==> config.mk <==
export PLATFORM = sky130hd
export DESIGN_NAME = rand_range_picker
export DESIGN_NICKNAME = d
export VERILOG_FILES = /design/src/rtl/rand_range_picker.sv
export SDC_FILE = /design/constraint.sdc
export NUM_CORES = 1
export LEC_CHECK = 0
export BUFFER_PORTS_ARGS = -buffer_cell sky130_fd_sc_hd__clkbuf_2
export CORE_ASPECT_RATIO = 0.9
export CORE_MARGIN = 1
export CORE_UTILIZATION = 54
export DETAILED_ROUTE_END_ITERATION = 10
export GPL_TIMING_DRIVEN = 0
export PLACE_DENSITY = 0.77
export SYNTH_ARGS = -nofsm -noshare
export SYNTH_HDL_FRONTEND = slang
export SYNTH_SLANG_ARGS = --single-unit
==> constraint.sdc <==
create_clock -name clk -period 1.78 [get_ports clk]
set_input_delay 0.178 -clock clk [delete_from_list [all_inputs] [get_ports clk]]
set_output_delay 0.178 -clock clk [all_outputs]
set_load 0.005 [all_outputs]
==> src/rtl/rand_range_picker.sv <==
// rand_range_picker
// Bounded random value generator placed after a 16-bit LFSR. On a request it
// steps the LFSR once, captures the new word, and reduces it modulo RANGE
// with a bit-serial restoring division of fixed length (IN_W cycles).
// The result is presented on value with a one-cycle valid pulse.
//
// Optional feature: define NO_REPEAT_EN so that two consecutive results are
// never equal. A result that matches the previous delivery is bumped to the
// next value, wrapping RANGE-1 to 0.
module rand_range_picker #(
    parameter int RANGE = 12,
    parameter int OUT_W = 4,
    parameter int IN_W  = 16
) (
    input  logic             clk,
    input  logic             reset,
    input  logic             req,
    input  logic [IN_W-1:0]  lfsr_in,
    output logic             lfsr_ce,
    output logic             busy,
    output logic             valid,
    output logic [OUT_W-1:0] value
);

    localparam int               CNT_W    = $clog2(IN_W);
    localparam logic [OUT_W+1:0] RANGE_T  = (OUT_W+2)'(RANGE);
    localparam logic [CNT_W-1:0] LAST_CNT = CNT_W'(IN_W - 1);
`ifdef NO_REPEAT_EN
    localparam logic [OUT_W-1:0] RANGE_M1 = OUT_W'(RANGE - 1);
`endif

    typedef enum logic [2:0] {
        IDLE,
        SAMPLE,
        CAPTURE,
        DIVIDE,
        DONE
    } state_t;

    state_t           state;
    state_t           state_next;

    logic [IN_W-1:0]  dividend;
    logic [OUT_W:0]   rem;
    logic [CNT_W-1:0] count;

    logic [OUT_W+1:0] trial;
    logic             trial_ge;
    logic [OUT_W:0]   rem_next;
    logic [OUT_W-1:0] result;
    logic             last_step;

`ifdef NO_REPEAT_EN
    logic [OUT_W-1:0] prev;
    logic             prev_valid;
`endif

    // State register; reset aborts any computation in flight.
    always_ff @(posedge clk or posedge reset) begin
        if (reset) begin
            state <= IDLE;
        end else begin
            state <= state_next;
        end
    end

    // Next-state decode plus Moore outputs taken from the registered state.
    always_comb begin
        state_next = state;
        lfsr_ce    = 1'b0;
        busy       = 1'b1;
        valid      = 1'b0;
        case (state)
            IDLE: begin
                busy = 1'b0;
                if (req) begin
                    state_next = SAMPLE;
                end
            end
            SAMPLE: begin
                lfsr_ce    = 1'b1;
                state_next = CAPTURE;
            end
            CAPTURE: begin
                state_next = DIVIDE;
            end
            DIVIDE: begin
                if (last_step) begin
                    state_next = DONE;
                end
            end
            DONE: begin
                valid      = 1'b1;
                state_next = IDLE;
            end
            default: begin
                state_next = IDLE;
            end
        endcase
    end

    // One restoring-division step: shift in the dividend MSB, subtract RANGE if it fits.
    // The remainder never exceeds RANGE-1, so the extra trial bit only widens the compare.
    always_comb begin
        trial     = {rem, dividend[IN_W-1]};
        trial_ge  = (trial >= RANGE_T);
        rem_next  = trial_ge ? (OUT_W+1)'(trial - RANGE_T) : trial[OUT_W:0];
        last_step = (count == LAST_CNT);
    end

    // Value to deliver from the final remainder, with the optional no-repeat bump.
    always_comb begin
        result = rem_next[OUT_W-1:0];
`ifdef NO_REPEAT_EN
        if (prev_valid && (rem_next == {1'b0, prev})) begin
            result = (rem_next[OUT_W-1:0] == RANGE_M1) ? '0
                                                        : rem_next[OUT_W-1:0] + OUT_W'(1);
        end
`endif
    end

    // Datapath: capture the word, iterate the division, register the result entering DONE.
    always_ff @(posedge clk or posedge reset) begin
        if (reset) begin
            dividend   <= '0;
            rem        <= '0;
            count      <= '0;
            value      <= '0;
`ifdef NO_REPEAT_EN
            prev       <= '0;
            prev_valid <= 1'b0;
`endif
        end else begin
            case (state)
                CAPTURE: begin
                    dividend <= lfsr_in;
                    rem      <= '0;
                    count    <= '0;
                end
                DIVIDE: begin
                    dividend <= {dividend[IN_W-2:0], trial_ge};
                    rem      <= rem_next;
                    count    <= count + CNT_W'(1);
                    if (last_step) begin
                        value <= result;
`ifdef NO_REPEAT_EN
                        prev       <= result;
                        prev_valid <= 1'b1;
`endif
                    end
                end
                default: begin
                end
            endcase
        end
    end

endmodule
==> results.toml <==
[yosys]
synth_mux_area_frac = 0.147
synth-seq-cells = 32
yosysSeqAreaShare = 0.525
yosysTopAreaCell = "dfrtp_1"
yosys.area_share.adder = 0.0164
synthesis.nets = 161
synth_xor_area_frac = 0.00574
synth_area_per_cell_um2 = 10.9
netlist_top_cells_area = "dfrtp_1 (53%), mux2i_1 (11%), o21ai_0 (6.9%)"
synth_top_family_by_area = "multiplexers"
synthSimpleGateAreaFrac = 0.145
syn_area_um2 = 1530
yosysWarnings = 0
yosysUniqueCellTypes = 30
netlist_instances = 140
synth_top_area_share = 0.525
synth_compound_area_frac = 0.110

[placement]
place.gp.congestion = 0.731
dp_hpwl_mm = 2.07
io_buffer_count = 25
dp.cells = 193

[drt]
avgViaCountPerCell = 5.57
drc = 2
wl_per_cell_um = 14.2
wirelength_mm = 2.85
vias = 1120
drt_iter0_markers = 27
drt_first_pass_iters = 7
ant_nets = 0

[critical_path]
rrSetupSlack_ns = 0.20
crit_type = "register to primary output"
r2r-start = "rem[1]"
crit_path_end = "valid"
cp-end-kind = "primary output"
worstPathMaxFanout = 10
path_depth = 5
slowest_delay_ns = 0.37
arrival_ns = 1.48
crit_path_start_kind = "register"
crit_family = "buffers and inverters"
r2r_cells = 4
crit_start = "state[0]"
crit_slowest_cell = "dfrtp_1"
path_cells = "buf_4 > buf_2 > nor2_1 > and2_1 > clkbuf_2"
critical_path_buf_inv_count = 3
required_ns = 1.60
reg2reg_to = "value[3]"

[clocking]
clkLatencyLatePin_ns = 0.33
cts_root_buf = "clkbuf_4"
ctsHoldBuffers = 0
clkTransAtPathRegs_ns = 0.09
cts_tree = "yes"
cts.sinks = 32
post_cts_buffers = 0
h-tree-depth = 2
tritoncts.num_buffers = 5
post_cts_resized = 0
cts_buffer_depth = 2

[floorplanning]
die_w_um = 58.0
die_area_um2 = 3040
rows = 17
initial_core_util = 0.598
ios = 26
die_y_um = 52.4
core-area_um2 = 2550

[finish]
final_cell_mix = "dfrtp_1 (32), nand2_1 (25), clkbuf_2 (25)"
area_growth_pct = 14.4
final_common_cell = "dfrtp_1"
layout.nets = 193
utilization = 0.683
drive_above_1_share = 0.289
n_antenna_cell = 0
finalNonFillerCells = 201
fillers = 206

[global_route]
gr-usage-all-layers = 0.235
grt_pass1_wl_mm = 5.13
grt_pass1_vias = 1194
antenna_found_initial = 0
grt_max_degree = 33
grt-ovfl-total = 0

[timing]
grt_setup_unrepaired = "false"
setup_viol = 0
slew_headroom = 0.220
drv_slew = 0
clock.fmax_mhz = 602
hold_violations = 0
worstMarginPinSlew_ns = 1.17
finalCritPeriodShare = 0.934
fin_skew_ns = 0.00425
setup_tns_ns = 0
layout_min_cycle_time_ns = 1.66

[power]
total_power_mw = 3.27
p_leak_nw = 0.906
peakVddDrop_v = 0.000930
pwr_density_cell_nw_per_um2 = 1870

[run]
maxCapViolCount = 0

[min_path]
min-delay-start = "lfsr_in[11]"
hold_path_class = "primary input to register"

[status]
violations = "DRC"
status = "finished, violations left"
[registers in the layout, indices dropped and copies added, names as in the netlist]
signal,count
rem,5
count,4
value,4
dividend,16
state,3
[power by group]
part           total [mW]  leakage (nW)  internal [mW]  switching (mW)
clock               0.428        0.0326          0.195           0.233
combinational        1.49         0.494          0.751           0.740
sequential           1.35         0.379           1.11           0.241
[tightest hold or removal path: cells and delay by family]
family / cells / cell delay [ns]
multiplexers: 1 / 0.05
AO/OA/AOI/OAI: 1 / 0.11
buffers and inverters: 1 / 0.08
[stage by stage]
stage	hold slack (ns)	setup WS (ns)	instance area, um2
global placement	0.456	0.227	1690
finish	0.125	0.118	1740
global route	0.130	0.0223	1740
CTS	0.119	0.0968	1740
detailed placement	0.470	0.199	1690
floorplan	0.294	0.289	1530
[routing by layer]
layer	wire (um)	part of all wire	global-route usage	vias up
met3	120	0.042	0.0840	6
met1	1320	0.46	0.279	538
li1	-	-	-	554
met2	1350	0.47	0.383	22
met4	57	0.020	0.111	0
met5	0	0	0	-
[cell type report]
class | count | area [um2] | share of cell area
Inverter | 3 | 11.3 | 0.00646
Multi-Input combinational cell | 96 | 647 | 0.371
Timing Repair Buffer | 25 | 125 | 0.0717
Sequential cell | 32 | 801 | 0.459
Clock buffer | 8 | 58.8 | 0.0337
Tap cell | 28 | 35.0 | 0.0201
Buffer | 9 | 66.3 | 0.0380
[worst min path at each step]
stage | endpoint | slack [ns] | cells past startpoint
floorplan | count[0] | 0.29 | 1
detailed placement | dividend[5] | 0.47 | 2
global route | dividend[11] | 0.13 | 3
global placement | dividend[11] | 0.46 | 3
finish | dividend[11] | 0.12 | 3
CTS | dividend[11] | 0.12 | 3
[synthesized netlist by cell type]
cell and count:
nand3b_1 1, xnor2_1 1, buf_2 2, o21ai_1 2, dfrtp_1 32, nor3_4 1
buf_4 6, nor3_1 2, nor2_4 1, inv_1 3, and2_1 1, nand3_2 1
mux2_4 2, a22o_2 1, buf_6 1, nand3_1 1, nor3b_1 1, ha_1 2
nand2_1 25, a211oi_1 1, nand2b_1 1, a22o_1 2, mux2i_1 16, or3_1 2
o21ai_0 21, nor2_1 4, nand3b_4 1, mux2_2 3, a21o_1 1, a21oi_1 2
[cell families (layout without fill, tap and decap cells)]
group                    Yosys count  in the layout
AO/OA/AOI/OAI                     30             30
XOR/XNOR                           1              1
multiplexers                      21             21
buffers and inverters             12             45
flip-flops                        32             32
adder cells (fa/ha/maj)            2              2
AND/OR/NAND/NOR                   42             42
(Power assumes the default switching activity.)
